$ cat src/rtl/camo_key_pkg.sv
// rtl/camo_key_pkg.sv - shared key-loader constants and FSM state type
// Optional feature macro: CAMO_KEY_PARITY_EN (appends an even-parity bit to each key frame).
package camo_key_pkg;

    localparam int NUM_CAMO_GATES = 6;
    localparam int KEY_W          = NUM_CAMO_GATES * 2;
    localparam int CNT_W          = $clog2(KEY_W + 2);

`ifdef CAMO_KEY_PARITY_EN
    localparam bit PARITY_EN = 1'b1;
`else
    localparam bit PARITY_EN = 1'b0;
`endif

    localparam int LOAD_W = KEY_W + int'(PARITY_EN);

    typedef enum logic [1:0] {
        IDLE   = 2'd0,
        SHIFT  = 2'd1,
        CHECK  = 2'd2,
        LOADED = 2'd3
    } state_e;

endpackage

$ cat src/rtl/camo_key_shreg.sv
// rtl/camo_key_shreg.sv - serial key shadow register with bit counter, done flag and running parity
module camo_key_shreg #(
    parameter int KEY_W = 12,
    parameter int LW    = 12
) (
    input  logic          clk,
    input  logic          rst,
    input  logic          clr,
    input  logic          en,
    input  logic          bit_in,
    output logic [LW-1:0] shadow,
    output logic          done,
    output logic          parity
);
    import camo_key_pkg::*;

    localparam int SH_CNT_W = $clog2(KEY_W + 2);

    logic [SH_CNT_W-1:0] cnt_q, cnt_d;
    logic [LW-1:0]       shadow_q, shadow_d;
    logic                done_q, done_d;
    logic                par_q, par_d;

    always_comb begin
        cnt_d    = cnt_q;
        shadow_d = shadow_q;
        done_d   = done_q;
        par_d    = par_q;
        if (clr) begin
            cnt_d    = '0;
            shadow_d = '0;
            done_d   = 1'b0;
            par_d    = 1'b0;
        end else if (en && !done_q) begin
            // Shadow is cleared at start, so OR-ing each bit into place is a write
            shadow_d = shadow_q | (LW'(bit_in) << cnt_q);
            par_d    = par_q ^ bit_in;
            cnt_d    = cnt_q + SH_CNT_W'(1);
            done_d   = (cnt_q == SH_CNT_W'(LW - 1));
        end
    end

    always_ff @(posedge clk or posedge rst) begin
        if (rst) begin
            cnt_q    <= '0;
            shadow_q <= '0;
            done_q   <= 1'b0;
            par_q    <= 1'b0;
        end else begin
            cnt_q    <= cnt_d;
            shadow_q <= shadow_d;
            done_q   <= done_d;
            par_q    <= par_d;
        end
    end

    assign shadow = shadow_q;
    assign done   = done_q;
    assign parity = par_q;

endmodule

$ cat src/rtl/camo_key_loader.sv
// rtl/camo_key_loader.sv - camouflage key loader: FSM, commit register and sticky write-protect
// Optional feature macro: CAMO_KEY_PARITY_EN (even-parity check on each loaded frame).
module camo_key_loader #(
    parameter int KEY_W = 12
) (
    input  logic             clk,
    input  logic             rst,
    input  logic             key_start,
    input  logic             key_sin,
    input  logic             key_sin_vld,
    input  logic             key_lock,
    output logic [KEY_W-1:0] key_out,
    output logic             key_valid,
    output logic             key_busy,
    output logic             key_err,
    output logic             key_locked
);
    import camo_key_pkg::*;

    localparam int LOAD_LEN = KEY_W + int'(PARITY_EN);

    state_e           state_q, state_d;
    logic [KEY_W-1:0] key_out_q, key_out_d;
    logic             key_valid_q, key_valid_d;
    logic             key_busy_q, key_busy_d;
    logic             key_err_q, key_err_d;
    logic             key_locked_q, key_locked_d;

    logic                sh_clr;
    logic                sh_en;
    logic [LOAD_LEN-1:0] sh_shadow;
    logic                sh_done;
    logic                sh_parity;
    logic                start_ok;
    logic                check_ok;

    camo_key_shreg #(
        .KEY_W (KEY_W),
        .LW    (LOAD_LEN)
    ) u_shreg (
        .clk    (clk),
        .rst    (rst),
        .clr    (sh_clr),
        .en     (sh_en),
        .bit_in (key_sin),
        .shadow (sh_shadow),
        .done   (sh_done),
        .parity (sh_parity)
    );

    // Lock beats a simultaneous start in LOADED; once locked, starts are dead until reset
    assign start_ok = key_start && !key_locked_q && !(state_q == LOADED && key_lock);
    assign check_ok = !(PARITY_EN && sh_parity);

    always_comb begin
        state_d      = state_q;
        key_out_d    = key_out_q;
        key_valid_d  = key_valid_q;
        key_err_d    = key_err_q;
        key_locked_d = key_locked_q;
        sh_clr       = 1'b0;
        sh_en        = 1'b0;
        case (state_q)
            IDLE, LOADED: begin
                if (state_q == LOADED && key_lock) begin
                    key_locked_d = 1'b1;
                end
                if (start_ok) begin
                    state_d     = SHIFT;
                    sh_clr      = 1'b1;
                    key_err_d   = 1'b0;
                    key_valid_d = 1'b0;
                end
            end
            SHIFT: begin
                if (key_start) begin
                    sh_clr = 1'b1;
                end else if (sh_done) begin
                    state_d = CHECK;
                end else begin
                    sh_en = key_sin_vld;
                end
            end
            CHECK: begin
                if (check_ok) begin
                    key_out_d   = sh_shadow[KEY_W-1:0];
                    key_valid_d = 1'b1;
                    state_d     = LOADED;
                end else begin
                    key_err_d = 1'b1;
                    state_d   = IDLE;
                end
            end
            default: state_d = IDLE;
        endcase
        key_busy_d = (state_d == SHIFT) || (state_d == CHECK);
    end

    always_ff @(posedge clk or posedge rst) begin
        if (rst) begin
            state_q      <= IDLE;
            key_out_q    <= '0;
            key_valid_q  <= 1'b0;
            key_busy_q   <= 1'b0;
            key_err_q    <= 1'b0;
            key_locked_q <= 1'b0;
        end else begin
            state_q      <= state_d;
            key_out_q    <= key_out_d;
            key_valid_q  <= key_valid_d;
            key_busy_q   <= key_busy_d;
            key_err_q    <= key_err_d;
            key_locked_q <= key_locked_d;
        end
    end

    assign key_out    = key_out_q;
    assign key_valid  = key_valid_q;
    assign key_busy   = key_busy_q;
    assign key_err    = key_err_q;
    assign key_locked = key_locked_q;

endmodule

$ cat config.mk
export PLATFORM = sky130hd
export DESIGN_NAME = camo_key_loader
export DESIGN_NICKNAME = d
export VERILOG_FILES = /design/src/rtl/camo_key_pkg.sv /design/src/rtl/camo_key_shreg.sv /design/src/rtl/camo_key_loader.sv
export SDC_FILE = /design/constraint.sdc
export NUM_CORES = 1
export LEC_CHECK = 0
export ABC_CLOCK_PERIOD_IN_PS = 3140
export CORE_ASPECT_RATIO = 0.8
export CORE_MARGIN = 1
export CORE_UTILIZATION = 59
export CTS_BUF_LIST = sky130_fd_sc_hd__clkbuf_4 sky130_fd_sc_hd__clkbuf_8
export DETAILED_ROUTE_END_ITERATION = 6
export PLACE_DENSITY = 0.86
export SLEW_MARGIN = 10
export SYNTH_ARGS = -nofsm -noshare
export SYNTH_HDL_FRONTEND = slang
export SYNTH_SLANG_ARGS = --single-unit
$ cat constraint.sdc
create_clock -name clk -period 3.14 [get_ports clk]
set_clock_uncertainty 0.2 [all_clocks]
set_input_delay 0.628 -clock clk [delete_from_list [all_inputs] [get_ports clk]]
set_output_delay 0.628 -clock clk [all_outputs]
set_load 0.1 [all_outputs]
==> impl_results.md <==
- Commonest cells in the netlist: 34 x dfrtp_1, 23 x nor2_1, 12 x mux2_2
- Initial core utilization: 65.2%
- Fill count: 151
- Global-route wire length before repair: 4.58 mm
- Port buffer count: 20
- Area occupied by multi-input gates: 554 sq um
- Fmax: 0.458 GHz
- Post-synth ARST share: 100%
- Pwr dens: 653 nW/um^2
- Initial drt markers: 40
- Critical Path Start Type: primary input
- Fraction of synthesized area in multiplexers: 9.20%
- Fin Setup TNS: 0 ns
- Core area: 2250 sq um
- Via count: 992
- GR Util All Layers: 23.9%
- Pin count of the biggest net entering global routing: 35
- Crit-path cells: clkdlybuf4s50_1 > nand2b_1 > or3b_4 > a21oi_4 > nor2_1
- Worst-Margin Slew: 0.776 ns
- DIE HEIGHT: 46.6 microns
- CTS Root Cell: clkbuf_4
- Fin crit share: 69.5%
- Diode count: 0
- Chip width: 57.8 microns
- Post-synthesis sequential area ratio: 57.9%
- Initial antenna violation count: 0
- Post-Syn Area: 1470 sq um
- Die ar.: 2690 sq um
- Worst hold path type: reg2reg
- Total wire length: 2.69 mm
- CTS Sinks: 34
- Worst-Skew Late Latency: 0.33 ns
- Sequential Power Share: 47.4%
- Yosys cell types: 30
- I/O pins: 22
- Clock-pin transition on the worst setup and hold timing paths: 0.09 ns
- Worst R2R End: u_shreg.shadow[8]
- Failing checks: design-rule violations
- TritonCTS clock tree: done
- Net Switching: 0.421 mW
- Post-synth EDFFs: 0
- Reg2reg setup slack: 0.99 ns
- Final ANT Viol Nets: 0
- Sequential Area: 851 sq um
- FP Rows: 15
- Internal power: 0.687 mW
- Headroom to the max-slew limit: 48.3%
- YS warnings: 0
- H-tree depth: 2
- Hold path startpoint: u_shreg.shadow[3]
- GPL Wtd Cong: 0.806
- Post-synthesis xor/xnor area fraction: 2.39%
- Power Total: 1.11 mW
- Comb power frac: 29.6%
- Hold bufs inserted after CTS: 0
- Post-cts repair resize count: 0
- DR DRC count: 3
- Status: finished, violations left
- Post-Synth Simple-Gate Area: 12.4%
- Max clock buf depth: 2
- Worst VDD drop: 382 uV
- Setup repair after global routing missed its margin: false
- Switching share of power: 38.0%
- Most common flop cell mapped by yosys: dfrtp_1
- Final worst path period need: 2.18 ns
- Compound-Gate Fraction of Synth Area: 10.1%
- Most frequent cell after synthesis: dfrtp_1
- Drt pass-1 iters: 6
- Max stage delay on crit path: 0.52 ns
- Final Hold Fails: 0
- Final nets: 159
- Data arrival, critical path: 2.18 ns
- CP endpoint kind: register
- Max Cap Viol: 0
- Hold path depth: 2
- Synthesized instance count: 127
- #FFs+latches synth: 34
- Vias per std cell: 5.67
- Post-Syn Nets: 137
- Clock share of power: 23.0%
- Largest cells by area after synthesis: dfrtp_1 58%, mux2_2 9.2%, nor2_1 5.9%
- Post-CTS Setup Inserts: 0
- Post-layout util: 75.3%
- Main combinational cell family by area after synthesis: simple AND/OR/NAND/NOR gates
- TritonCTS Buffers: 5
- Reg2Reg Launch Point: state_q[0]
- Final setup fails: 0
- Ratio of cells with drive above 1 in the final layout: 27.3%
- Wire per inst: 15.4 microns
- Lkg Pwr: 0.861 nW
- Hold Path Sink: u_shreg.shadow[3]
- Cell taking the most area after synthesis: dfrtp_1
- Mean Syn Cell Area: 11.6 sq um
- Vias in the first global route: 988
- Critical path data required time: 3.14 ns
- Gr ovfl total: 0
- Area delta synth->final: 15.5%
- FF-to-FF path depth: 5
- Post-synthesis adder-cell area fraction: 3.41%
- Critical Path Slowest Stage Cell: clkdlybuf4s50_1
- DP Wirelength: 1.87 mm
- Max-slew violation count: 0
- Setup CP Type: in2reg
- Share of the synthesized area in the top cell type: 57.9%
- CP Max Fanout: 17
-- stage by stage --
stage | hold WS [ns] | setup WS (ns) | cell area (sq um) | instances
global placement | 0.274 | 0.712 | 1630 | 167
global route | 0.336 | 0.865 | 1700 | 175
CTS | 0.306 | 0.988 | 1700 | 175
finish | 0.307 | 0.958 | 1700 | 175
floorplan | 0.257 | 0.989 | 1470 | 127
detailed placement | 0.284 | 0.630 | 1630 | 167
-- worst max-delay path: cells and delay by family --
family,cells,cell delay (ns)
AOI/OAI and AO/OA,1,0.41
and+or+nand+nor,3,0.63
buffers and inverters,1,0.52
-- layer usage --
| metal | vias to the layer above | part of all wire [%] | GRT usage (%) |
|---|---|---|---|
| li1 | 482 | - | - |
| met1 | 473 | 47 | 30.0 |
| met2 | 33 | 47 | 39.1 |
| met3 | 4 | 5.2 | 8.71 |
| met4 | 0 | 1.1 | 8.57 |
| met5 | - | 0 | 0 |
-- how the worst max path moves through the flow --
stage / start / to / slack (ns)
2_1_floorplan: key_locked / u_shreg.done / 0.99
3_3_place_gp: key_start / u_shreg.shadow[10] / 0.71
3_5_place_dp: key_start / u_shreg.cnt_q[1] / 0.63
4_1_cts: key_start / u_shreg.cnt_q[1] / 0.99
5_1_grt: state_q[0] / u_shreg.shadow[8] / 0.86
6_report: key_start / u_shreg.shadow[8] / 0.96
-- power by group through the flow --
stage          Sequential (mW)  Combinational, mW  Clock, mW
5_1_grt                  0.530              0.352      0.284
2_1_floorplan            0.612              0.184          0
4_1_cts                  0.522              0.326      0.257
3_3_place_gp             0.529              0.317          0
3_5_place_dp             0.531              0.326          0
6_report                 0.525              0.328      0.254
-- cell usage in the layout (no fill, tap or decap), types with 2 or more instances in the layout --
master,synthesis,routed
dfrtp_1,34,34
nor2_1,23,23
buf_4,1,16
mux2_2,12,12
a31oi_1,11,11
inv_1,7,7
clkbuf_4,0,6
clkdlybuf4s50_1,0,5
a21oi_1,4,4
ha_1,4,4
nand2_1,3,3
nand2b_1,2,2
xnor2_1,2,2
nor2b_1,2,2
o21ai_0,2,2
xor2_1,2,2
-- final cells by class --
class                   instances  area share, %
inverters                       7           1.55
clock buffers                   7           3.47
well taps                      25           1.84
clock inverters                 1          0.295
flip-flops and latches         34           50.1
repair buffers                 21           10.0
multi-input cells              80           32.7
-- cell families after synthesis --
kind of cell               Yosys count
buffers and inverters               13
DFF                                 34
muxes                               12
and+or+nand+nor                     37
AOI/OAI and AO/OA                   22
adders and majority gates            4
xor gates and xnor gates             4
other                                1
-- sequential cells by signal, summed over array words and instances (netlist names) --
name	cells
key_out	12
u_shreg.shadow	12
u_shreg.cnt_q	4
state_q	2
key_busy	1
key_locked	1
key_valid	1
u_shreg.done	1
Note: power is estimated with default switching activity, not from simulation.
==> RTL edit, RTL diff (config.mk and constraints unchanged) <==
Take the reset off `key_out_q` and load it in a clocked block of its own.
--- a/src/rtl/camo_key_loader.sv
+++ b/src/rtl/camo_key_loader.sv
@@ -101,3 +101,2 @@
             state_q      <= IDLE;
-            key_out_q    <= '0;
             key_valid_q  <= 1'b0;
@@ -108,3 +107,2 @@
             state_q      <= state_d;
-            key_out_q    <= key_out_d;
             key_valid_q  <= key_valid_d;
@@ -114,2 +112,6 @@
         end
+    end
+
+    always_ff @(posedge clk) begin
+        key_out_q <= key_out_d;
     end
Function: no difference found for any inputs over 10 cycles, from zero or initial values and one cycle with rst high; that may be too few to reach the edited logic, so the function may still have changed.
==> RTL edit against the unedited design <==
  * Power is 12% lower
  * Synthesized cell count shrank 10%
  * Die area is 5.2% lower
  * Sequential power decreased by 2%
  * Area after synthesis shrank 5.5%
  * Sequential cell count is the same
  * Design area is 4.9% lower
  * Cell count decreased by 6.9%
  * Wire length shrank 16%
  * Via count down 10%
  * Worst setup slack improved by 0.046 ns
  * Largest power group unchanged
  * Register-to-register slack better by 0.04 ns
  * Highest routed layer unchanged
==> RTL edit: results (changes against the unedited design) <==
post-detail-place hpwl -> 1.60 mm (-15%)
largest net degree at the start of global routing -> 23 (-34%)
type of the tightest min-delay check -> register to register
mux share of post-synthesis cell area -> 0% (-9.2 points)
Post-synth top cells -> 22 x dfrtp_1, 21 x nor2_1, 12 x edfxtp_1
Detailed Route WL -> 2.26 mm (-16%)
switching part of the total power -> 32.9% (-5.1 points)
Iter 0 DRT Violations -> 21 (-48%)
post-synthesis adder-cell area fraction -> 3.60% (+0.20 points)
combinational share of power -> 24.5% (-5.1 points)
Post-synth EDFFs -> 12 (+12)
status -> finished, final reports clean
clock network power -> 0.225 mW (-11%)
DR vias -> 888 (-10%)
multi-input combinational area share -> 26.0% (-6.6 points)
gpl congestion -> 0.826 (+2.6%)
Worst Path Arrival -> 2.13 ns (-0.05 ns)
vias in the first global route -> 804 (-19%)
ranking of synthesized cells by area -> dfrtp_1 40%, edfxtp_1 26%, nor2_1 5.7%, ha_1 3.6%, a21oi_1 3.2%
Tapcells -> 25 (unchanged)
Clock-cell share -> 3.41% (-0.35 points)
maximum VDD drop -> 495 uV (+30%)
Synth Area per Inst -> 12.2 sq um (+5.3%)
Total GRT Usage -> 20.3% (-3.6 points)
bufs w/o clock -> 21 (unchanged)
#MultiIn Comb -> 68 (-15%)
Layout Cells excl Fill -> 163 (-6.9%)
xor/xnor share of the synthesized area -> 2.52% (+0.14 points)
sequential fraction of the synthesis area -> 65.6% (+7.7 points)
non-clk buf share -> 10.5% (+0.51 points)
synthesized netlist net count -> 124 (-9.5%)
worst-margin pin slew -> 0.781 ns (+0.00508 ns)
Multi-input gate area -> 420 sq um (-24%)
pre-CTS worst setup slack -> 0.658 ns (+0.0279 ns)
filler instances -> 153 (+1.3%)
Final period util -> 68.0% (-1.5 points)
dpl cell area -> 1560 sq um (-4.5%)
DR pass1 iterations -> 4 (-2)
Hold WS -> 0.253 ns (-0.0535 ns)
Final #Nets -> 147 (-7.5%)
number of distinct library cells after synthesis -> 31 (+3.3%)
fraction of layout cells with a size suffix above 1 -> 21.7% (-5.6 points)
clock buffers -> 6 (-1)
[RTL edit: path summary, 6_finish.rpt]
path                            depth (start not counted)                            end                     startpoint
max in group asynchronous                               2  u_shreg.shadow[9]$_DFFE_PP0P_                            rst
worst max-delay path                                    5   u_shreg.cnt_q[2]$_DFFE_PP0P_                      key_start
worst max register to register                          5             key_busy$_DFF_PP0_           state_q[0]$_DFF_PP0_
worst min register to register                          0           key_out[8]$_DFFE_PP_  u_shreg.shadow[8]$_DFFE_PP0P_
worst min-delay path                                    0           key_out[8]$_DFFE_PP_  u_shreg.shadow[8]$_DFFE_PP0P_
min in group asynchronous                               2  u_shreg.shadow[6]$_DFFE_PP0P_                            rst
[RTL edit: metal layers]
metal / wire length [microns] / GRT usage (%)
met2: 1080 / 31.4
met5: 0 / 0
met3: 108 / 6.25
met1: 1050 / 25.3
met4: 21 / 14.1
